File: src/rtl/store_serializer_pkg.sv
// Shared CPU definitions for the store path: access-size encodings, the
// serializer state enum, and helpers for the byte count and alignment checks.
package store_serializer_pkg;

   typedef enum logic [1:0] {
      SZ_BYTE = 2'b00,
      SZ_HALF = 2'b01,
      SZ_WORD = 2'b10,
      SZ_BAD  = 2'b11
   } size_e;

   typedef enum logic [1:0] {
      IDLE  = 2'b00,
      WRITE = 2'b01,
      DONE  = 2'b10,
      ERR   = 2'b11
   } state_e;

   // Index of the final byte lane (N-1) for an access size.
   function automatic logic [1:0] last_index(input size_e sz);
      case (sz)
         SZ_BYTE: last_index = 2'd0;
         SZ_HALF: last_index = 2'd1;
         default: last_index = 2'd3;
      endcase
   endfunction

   function automatic logic misaligned(input size_e sz, input logic [1:0] low);
      case (sz)
         SZ_BYTE: misaligned = 1'b0;
         SZ_HALF: misaligned = low[0];
         SZ_WORD: misaligned = (low != 2'b00);
         default: misaligned = 1'b1;
      endcase
   endfunction

endpackage

File: src/rtl/store_serializer.sv
// Serializes a byte/half/word store into little-endian byte writes, one per
// mem_ready handshake; all outputs decode from registered state only.
module store_serializer
   import store_serializer_pkg::*;
#(
   parameter int ADDR_W = 16
) (
   input  logic              clk,
   input  logic              reset,
   input  logic              start,
   input  logic [1:0]        size,
   input  logic [ADDR_W-1:0] addr,
   input  logic [31:0]       wdata,
   input  logic              mem_ready,
   output logic              mem_en,
   output logic              rw,
   output logic [ADDR_W-1:0] mem_addr,
   output logic [7:0]        data_out,
   output logic [3:0]        byte_sel,
   output logic              busy,
   output logic              done,
   output logic              err
);

   // Handshake: a byte transfer is offered while mem_en=1 and is consumed on
   // the rising edge where mem_ready=1; until then every output holds steady.

   state_e            state_q, state_d;
   logic [ADDR_W-1:0] base_q;
   logic [31:0]       data_q;
   size_e             size_q;
   logic [1:0]        k_q;

   always_ff @(posedge clk) begin
      if (reset) begin
         state_q <= IDLE;
      end else begin
         state_q <= state_d;
      end
   end

   // Request capture and byte-index counter.
   always_ff @(posedge clk) begin
      if (reset) begin
         base_q <= '0;
         data_q <= '0;
         size_q <= SZ_BYTE;
         k_q    <= 2'd0;
      end else if (state_q == IDLE && start) begin
         base_q <= addr;
         data_q <= wdata;
         size_q <= size_e'(size);
         k_q    <= 2'd0;
      end else if (state_q == WRITE && mem_ready) begin
         k_q    <= k_q + 2'd1;
      end
   end

   always_comb begin
      state_d = state_q;
      case (state_q)
         IDLE: begin
            if (start) begin
               state_d = misaligned(size_e'(size), addr[1:0]) ? ERR : WRITE;
            end
         end
         WRITE: begin
            if (mem_ready && k_q == last_index(size_q)) begin
               state_d = DONE;
            end
         end
         DONE:    state_d = IDLE;
         ERR:     state_d = IDLE;
         default: state_d = IDLE;
      endcase
   end

   always_comb begin
      mem_en   = 1'b0;
      rw       = 1'b0;
      mem_addr = '0;
      data_out = 8'h00;
      byte_sel = 4'b0000;
      busy     = (state_q != IDLE);
      done     = (state_q == DONE);
      err      = (state_q == ERR);
      if (state_q == WRITE) begin
         mem_en   = 1'b1;
         rw       = 1'b1;
         mem_addr = base_q + {{(ADDR_W-2){1'b0}}, k_q};
         data_out = data_q[{k_q, 3'b000} +: 8];
         byte_sel = 4'b0001 << k_q;
      end
   end

endmodule

File: config.mk
export PLATFORM = sky130hd
export DESIGN_NAME = store_serializer
export DESIGN_NICKNAME = d
export VERILOG_FILES = /design/src/rtl/store_serializer_pkg.sv /design/src/rtl/store_serializer.sv
export SDC_FILE = /design/constraint.sdc
export NUM_CORES = 1
export LEC_CHECK = 0
export ABC_AREA = 1
export BUFFER_PORTS_ARGS = -buffer_cell sky130_fd_sc_hd__clkbuf_2
export CORE_UTILIZATION = 51
export DETAILED_ROUTE_END_ITERATION = 10
export PLACE_DENSITY = 0.87
export SYNTH_ARGS = -nofsm -noshare
export SYNTH_HDL_FRONTEND = slang
export SYNTH_SLANG_ARGS = --single-unit
File: constraint.sdc
create_clock -name clk -period 1.6 [get_ports clk]
set_input_delay 0.16 -clock clk [delete_from_list [all_inputs] [get_ports clk]]
set_output_delay 0.16 -clock clk [all_outputs]
set_load 0.01 [all_outputs]
==> metrics.cfg <==
[run_status]
run_status=finished, violations left
violations=negative setup slack

[global_routing]
grt_pass1_vias=2773
grt_pass1_wl_um=12230
antenna_found_initial=0
track_usage_pct=28.16
grt_max_degree=47
global_route.overflow_total=0

[power]
internal-power_mw=2.272
p_seq_share_pct=49.3
ir_drop_mv=0.6013
combPwrFrac_pct=23.5
clockPowerShare_pct=27.2
p_switching_mw=1.002
power_leakage_nw=1.634
powerDensity_nw_per_um2=914.5
swShare_pct=30.59

[placement]
dp_hpwl_um=5080
finalWeightedCongestion=0.8798
io_buffers=86
dp.cells=565

[clock_tree]
tritoncts=yes
clk_pin_slew_ns=0.09
cts-root-buf=clkbuf_8
htreeDepth=2
clk_latency_ns=0.30
clock_sinks=54
numCtsBuffers=5
clockBufferDepth=2

[setup_path]
crit_fanout=22
endpoint_kind=output port
startpoint=k_q[0]
regToRegStartpoint=k_q[0]
worstPathArrival_ns=1.83
cp-start-kind=flip-flop
r2r_cells=5
critical_path_required_ns=1.44
crit_type=flip-flop to output port

[finish]
nNetsFinal=572
fillCellCount=423
final_cells=582
synthToLayoutAreaGrowth_pct=28.99
antenna_cells=0
drive_gt1_share_pct=29.49

[logic_synthesis]
synth_area_um2=2775
yosysWarnings=0
yosys-top-cells-area=dfxtp_1 (39%), nor2_1 (21%), o21ai_0 (15%)
yosysTopAreaCell=dfxtp_1
avgSynthCellArea_um2=6.561
synth.top_cell.area_share_pct=38.95
syn-num-nets=484
ys_types=21
yosys_register_bits=54
netlist_instances=423
ys_seq_area_share_pct=38.95

[route]
dr_total_vias=3101
via_per_inst=5.328
drt_pass1_iterations=5
drc_errors=0
drt_wl_total_um=7911
ant_nets=0
routedWlPerCell_um=13.59
drt-initial-drc-count=213

[sta]
holdWs_ns=0.03740
finalCritPeriodShare_pct=124.4
rsz0062_at_grt=yes
maxSlewViolCount=0
finalHoldViolCount=0
maxSlewHeadroom_pct=76.48
skew_ns=0.006832
final.setup.worst_slack_ns=-0.3904
finalCriticalPeriod_ns=1.990
fmax_ghz=0.5024
finalSetupViolCount=29
worst_pin_slew_ns=0.3515

[worst_hold_path]
min-delay-path-class=input port to flip-flop
hold_depth=2
hold_path.startpoint=reset

[floorplanning]
initial_core_util_pct=53.65
die_height_um=75.77
die_w_um=75.77
die-area_um2=5740
io_pins=87
core_um2=5172
rows=26

[flow_run]
drv_cap=0

## final timing paths
check / to / slack, ns
hold / removal: state_q[0] / 0.04
hold reg to reg: base_q[15] / 0.50
setup / recovery: data_out[6] / -0.39
setup reg to reg: k_q[1] / -0.10
## state kept, by name, summed over array words and instances (netlist names)
| signal | flops |
|---|---|
| data_q | 32 |
| base_q | 16 |
| k_q | 2 |
| size_q | 2 |
| state_q | 2 |
## timing repair
action,CTS,global route
hold buffers,0,0
setup buffers,1,5
pin swaps,10,6
gates resized for setup,36,27
cloned,3,0
setup endpoints to repair,30,31
## power by group through the flow
stage                     clock (mW)  sequential [mW]  combinational, mW
final                          0.892             1.61              0.769
after global routing           0.958             1.63              0.865
after global placement             0             1.62              0.682
after CTS                      0.901             1.60              0.728
after floorplan                    0             1.60              0.493
after detailed placement           0             1.62              0.700
## worst max-delay path: stages (launching register included)
cell and delay (ns):
dfxtp_2 0.37, buf_4 0.31, clkinvlp_4 0.24, o21ai_0 0.30, a21oi_1 0.15, clkbuf_2 0.16
## metrics by stage
step / power (mW) / setup slack, ns / setup TNS [ns] / util (%) / instance area, um2
after global routing: 3.453 / -0.4908 / -9.057 / 69.21 / 3580
after CTS: 3.233 / -0.3436 / -6.020 / 67.49 / 3491
final: 3.274 / -0.3904 / -6.663 / 69.21 / 3580
after global placement: 2.301 / -0.05483 / -0.1640 / 62.94 / 3256
after detailed placement: 2.325 / -0.1892 / -0.6108 / 62.94 / 3256
after floorplan: 2.089 / 0.04056 / 0 / - / 2775
## cell type report
class | count | area [um2] | area share (%)
timing repair buffer | 104 | 619.3 | 17.30
clock inverter | 1 | 30.03 | 0.8389
sequential | 54 | 1094 | 30.55
inverter | 31 | 125.1 | 3.495
timing repair inverter | 2 | 15.01 | 0.4194
clock buffer | 7 | 76.32 | 2.132
tap | 70 | 87.58 | 2.447
multi-input combinational | 313 | 1533 | 42.82
## cells in the mapped netlist (all sizes together)
| master | count |
|---|---|
| nor3 | 2 |
| o21ai | 82 |
| a21oi | 22 |
| o21bai | 3 |
| clkbuf | 8 |
| inv | 31 |
| a31oi | 2 |
| nor2 | 153 |
| nand2 | 34 |
| fa | 1 |
| buf | 17 |
| xnor2 | 1 |
| dfxtp | 54 |
| ha | 6 |
| nand3 | 7 |
## per-layer routing
layer  global-route usage, %  up-vias  wire length [um]
met2                   52.51      140              4098
met1                   32.13     1412              3170
met5                       0        -                 0
met3                   5.291       24               459
met4                   9.053        0               182
li1                        -     1525                 -
## cell usage in the layout (no fill, tap or decap), drive strengths merged
| master | n |
|---|---|
| ha | 6 |
| inv | 30 |
| o21bai | 3 |
| nand3 | 7 |
| a21oi | 22 |
| fa | 1 |
| clkinvlp | 3 |
| bufinv | 1 |
| nor3 | 2 |
| clkbuf | 84 |
| nor2 | 153 |
| o21ai | 82 |
| buf | 27 |
| nand2 | 34 |
| dfxtp | 54 |
| xnor2 | 1 |
| a31oi | 2 |
## cell families after synthesis
logic type	count (synthesis)	synth area share [%]
AND/OR/NAND/NOR	196	27.28
AO/OA/AOI/OAI	109	20.15
buffers and inverters	56	9.873
flip-flops	54	38.95
adder cells (fa/ha/maj)	7	3.426
XOR/XNOR	1	0.3157
Power figures use the tool's default switching activity.
